File: src/rtl/chg_txt_fetch.sv
// Change-list fetch sequencer: reads the entry count from change-SRAM word 0, then presents
// each {row, col, real, img} entry to the Y-update stage under a valid/done handshake.
module chg_txt_fetch #(
  parameter int unsigned ADDR_W      = 11,
  parameter int unsigned MAX_ENTRIES = 2047
) (
  input  logic              clock,
  input  logic              reset,
  input  logic              start,
  input  logic [79:0]       chg_readData,
  output logic [ADDR_W-1:0] chg_readAddr,
  output logic [15:0]       chg_row,
  output logic [15:0]       chg_col,
  output logic [23:0]       chg_real,
  output logic [23:0]       chg_img,
  output logic              chg_valid,
  input  logic              entry_done,
  output logic [ADDR_W-1:0] entry_index,
  output logic              seq_busy,
  output logic              seq_done
);

  typedef enum logic [2:0] {
    StIdle,
    StCntRd,
    StCntLatch,
    StEntRd,
    StEntLatch,
    StPresent,
    StFinish
  } state_e;

  state_e            state_q, state_d;
  logic [ADDR_W-1:0] count_q, count_d;
  logic [ADDR_W-1:0] idx_q, idx_d;
  logic [ADDR_W-1:0] index_q, index_d;
  logic [15:0]       row_q, row_d, col_q, col_d;
  logic [23:0]       real_q, real_d, img_q, img_d;
  logic              valid_q, valid_d;
  logic [ADDR_W-1:0] clamped_count;
  logic [ADDR_W-1:0] idx_inc;

  // Clamp before narrowing so an oversized count can never wrap the address range.
  always_comb begin
    if (32'(chg_readData[15:0]) > MAX_ENTRIES) begin
      clamped_count = ADDR_W'(MAX_ENTRIES);
    end else begin
      clamped_count = ADDR_W'(chg_readData[15:0]);
    end
  end

  assign idx_inc = idx_q + ADDR_W'(1);

  always_comb begin
    state_d      = state_q;
    count_d      = count_q;
    idx_d        = idx_q;
    index_d      = index_q;
    row_d        = row_q;
    col_d        = col_q;
    real_d       = real_q;
    img_d        = img_q;
    valid_d      = valid_q;
    chg_readAddr = '0;
    unique case (state_q)
      StIdle: begin
        if (start) begin
          idx_d   = '0;
          state_d = StCntRd;
        end
      end
      StCntRd: begin
        chg_readAddr = '0;
        state_d      = StCntLatch;
      end
      StCntLatch: begin
        count_d = clamped_count;
        state_d = (clamped_count == '0) ? StFinish : StEntRd;
      end
      StEntRd: begin
        chg_readAddr = idx_inc;
        state_d      = StEntLatch;
      end
      StEntLatch: begin
        row_d   = chg_readData[79:64];
        col_d   = chg_readData[63:48];
        real_d  = chg_readData[47:24];
        img_d   = chg_readData[23:0];
        index_d = idx_q;
        valid_d = 1'b1;
        state_d = StPresent;
      end
      StPresent: begin
        if (entry_done) begin
          valid_d = 1'b0;
          idx_d   = idx_inc;
          state_d = (idx_inc == count_q) ? StFinish : StEntRd;
        end
      end
      StFinish: state_d = StIdle;
      default:  state_d = StIdle;
    endcase
  end

  always_ff @(posedge clock or negedge reset) begin
    if (!reset) begin
      state_q <= StIdle;
      count_q <= '0;
      idx_q   <= '0;
      index_q <= '0;
      row_q   <= '0;
      col_q   <= '0;
      real_q  <= '0;
      img_q   <= '0;
      valid_q <= 1'b0;
    end else begin
      state_q <= state_d;
      count_q <= count_d;
      idx_q   <= idx_d;
      index_q <= index_d;
      row_q   <= row_d;
      col_q   <= col_d;
      real_q  <= real_d;
      img_q   <= img_d;
      valid_q <= valid_d;
    end
  end

  assign chg_row     = row_q;
  assign chg_col     = col_q;
  assign chg_real    = real_q;
  assign chg_img     = img_q;
  assign chg_valid   = valid_q;
  assign entry_index = index_q;
  assign seq_busy    = (state_q != StIdle);
  assign seq_done    = (state_q == StFinish);

endmodule

File: config.mk
export PLATFORM = sky130hd
export DESIGN_NAME = chg_txt_fetch
export DESIGN_NICKNAME = d
export VERILOG_FILES = /design/src/rtl/chg_txt_fetch.sv
export SDC_FILE = /design/constraint.sdc
export NUM_CORES = 1
export LEC_CHECK = 0
export CAP_MARGIN = 15
export CORE_ASPECT_RATIO = 0.8
export CORE_MARGIN = 2
export CORE_UTILIZATION = 48
export DETAILED_ROUTE_END_ITERATION = 8
export PLACE_DENSITY = 0.93
export REMOVE_ABC_BUFFERS = 1
export SYNTH_ARGS = -nofsm -noshare
export SYNTH_HDL_FRONTEND = slang
export SYNTH_SLANG_ARGS = --single-unit
File: constraint.sdc
create_clock -name clock -period 3.8 [get_ports clock]
set_input_delay 0.57 -clock clock [delete_from_list [all_inputs] [get_ports clock]]
set_output_delay 0.57 -clock clock [all_outputs]
set_load 0.02 [all_outputs]
==> summary.txt <==
Logic synthesis
  – Synth top cells by count: 117 x dfrtp_1, 92 x mux2_2, 27 x nor2_1
  – Post-synthesis cell type count: 45
  – Sequential area share after synthesis: between 50 and 60%
  – Synth Flop Type: dfrtp_1
  – Synthesized area: 5079 sq um
  – Average cell area after synthesis: 13.02 sq um
  – Most frequent cell after synthesis: dfrtp_1
  – FFs w/ async S/R, synth: 100.0%
  – Post-synth top area share: 57.65%
  – Synth top area cells: dfrtp_1 58%, mux2_2 20%, xnor2_1 2.4%, nor2_1 2.0%, o22a_1 1.7%
  – Ys Warns: 0
  – Post-synthesis cell type with the largest combined area: dfrtp_1
  – Post-synth EDFFs: 0
  – Synth Register Bits: around 120
  – Gate Count Post-Synth: just under 400

STA
  – Fmax: 295.9 MHz
  – Final Hold Vio Count: 0
  – Slew Limit Headroom: 57.04%
  – RSZ-0062 raised after global routing: no
  – Final setup viols: 0
  – Measured slew at the worst slew-check pin: 642.9 ps
  – Max-slew violations: 0
  – Setup Skew: 8.735 ps
  – Hold_ws: ~16 ps
  – Setup TNS Final: 0 ps
  – Period Utilization, post-route: between 80% and 90%
  – Min Clock Period, post-route: 3379 ps

Worst setup path
  – Slowest cell on crit path: clkdlybuf4s50_1
  – Worst EP required: 3230 ps
  – WP buf/inv: 1
  – CP cell instances: ha_1 -> nand4_2 -> nor4_2 -> xnor2_1 -> nor2_1 -> clkdlybuf4s50_1
  – Reg2reg setup slack: ~1400 ps
  – CP endpoint kind: output pin
  – Startpoint types: flip-flop
  – CP delay by family, top: simple AND/OR/NAND/NOR gates
  – Crit Path Class: flip-flop to output pin
  – CP Data Arrival Time: 2810 ps
  – CP peak stage delay: 620 ps
  – CP max FO: 8

CTS
  – Setup bufs post-CTS: 0
  – Post-CTS Hold Fix Bufs: 0
  – CTS tree: yes
  – Total CTS buffers: 17
  – Clk root buf: clkbuf_16
  – Htree depth: 4
  – CTS max path bufs: 2
  – CTS clk-pin slew, worst paths: roughly 50 ps
  – Latest clock arrival within the worst-skew pair: around 400 ps
  – # clock sinks: 117
  – CTS resizes: 0

Route
  – Post-DRT Antenna Nets: 0
  – # DRC: 0
  – Total iterations of the first detailed-routing run: 4
  – DR iter-0 viols: 208
  – DR vias/cell: approximately 5.3
  – Routed len/inst: 17.85 um
  – DR vias: 3,832
  – Final WL: 12.98 mm

Die
  – Die area: between 10,000 and 15,000 sq um
  – I/O pin count: 189
  – Initial Utilization: 49.40%
  – # rows: 33
  – Die Width: 119 um
  – Core ar.: 10,280 sq um
  – Chip height: ~96 um

Job
  – Max-cap violations: 0

GRT
  – First-pass GRT wire length: 20.29 mm
  – GR Layer Usage met3: 9.242%
  – Met1 global-route usage: 27.53%
  – Routing usage on met2: 39.42%
  – Largest net degree at the start of global routing: 89
  – Gr busiest metal: met2
  – Initial antenna violation count: 0
  – Vias in the first global route: a little under 4,000
  – Gr usage total: 23.29%
  – Gr ovfl total: 0

Finish
  – Area Growth Syn to Fin: 51.22%
  – Share of cells above drive strength 1: 23.68%
  – Post-route cell area: 7680 sq um
  – Diode count: 0
  – Final net count: 660
  – Post-Layout Cell Count: just over 700

Place
  – Cell Area, Placed: approximately 7000 sq um
  – Dpl hpwl: around 9.4 mm
  – Number of port buffers: 188
  – Placed insts: 695
  – Routability Congestion: 0.8565

Power and ir drop
  – Final Power: around 6200 uW
  – Leakage: 0.003107 uW
  – VDD IR max: 0.5324 mV
  – Pwr/cell area: 813.3 nW/um^2

Status
  – Outcome: completed

Min path
  – Min-delay worst type: input port to asynchronous set/reset pin
[layout make-up]
class,instances,area [sq um]
clock buffer,22,484.2
clock inverter,9,125.1
fill,650,2601
inverter,3,11.26
multi-input combinational,243,2019
sequential,117,2928
tap,140,175.2
timing repair buffer,193,1937
[cell families after synthesis]
group / count (synthesis) / share of synthesized area [%]
AO/OA/AOI/OAI: 50 / 6.726
adder cells (fa/ha/maj): 1 / 0.2463
XOR/XNOR: 21 / 3.917
AND/OR/NAND/NOR: 79 / 8.327
flip-flops: 117 / 57.65
buffers and inverters: 30 / 2.735
multiplexers: 92 / 20.40
[per-stage QoR]
step / worst slack (ps) / utilization [%]
2_1_floorplan: -1315 / -
3_3_place_gp: 961.0 / 68.50
3_5_place_dp: 877.1 / 68.50
4_1_cts: 417.9 / 74.43
5_1_grt: 237.3 / 74.70
6_report: 420.7 / 74.70
[per-layer routing]
metal  routed length (um)  vias up
li1                     -     1762
met1                 5312     1914
met2                 6516      144
met3                  998       12
met4                  152        0
met5                    0        -
[state kept, by name, summed over array words and instances, names as in the netlist]
| register | cells |
|---|---|
| chg_col | 16 |
| count_q | 11 |
| state_q | 3 |
| entry_index | 11 |
| idx_q | 11 |
| chg_img | 24 |
| chg_real | 24 |
| chg_row | 16 |
| chg_valid | 1 |
[worst paths after layout]
path / startpoint / endpoint / cells after the start
setup / recovery: idx_q[0] / chg_readAddr[10] / 6
hold / removal: reset / entry_index[9] / 1
setup reg to reg: state_q[1] / chg_real[0] / 4
hold reg to reg: chg_valid / chg_valid / 1
max in group asynchronous: reset / chg_real[18] / 3
min in group clock: chg_valid / chg_valid / 1
[where the power goes]
part	internal [uW]	switching, uW
sequential	1740	299
clock	1090	538
combinational	1370	1210
[placed cells by master (no fill, tap or decap), drive strengths merged, types with 3 or more instances in the layout]
cell type | netlist | layout
a21oi | 8 | 8
and3 | 3 | 3
buf | 16 | 6
bufinv | 0 | 3
clkbuf | 11 | 22
clkdlybuf4s50 | 0 | 187
clkinv | 0 | 4
dfrtp | 117 | 117
inv | 3 | 3
mux2 | 92 | 92
nand2 | 17 | 17
nand2b | 3 | 3
nand3 | 4 | 4
nand4 | 4 | 4
nor2 | 27 | 27
nor3 | 3 | 3
nor4 | 5 | 5
o21ai | 16 | 16
o22a | 10 | 10
o31ai | 4 | 4
xnor2 | 14 | 14
xor2 | 6 | 6
Note: power is estimated with default switching activity, not from simulation.
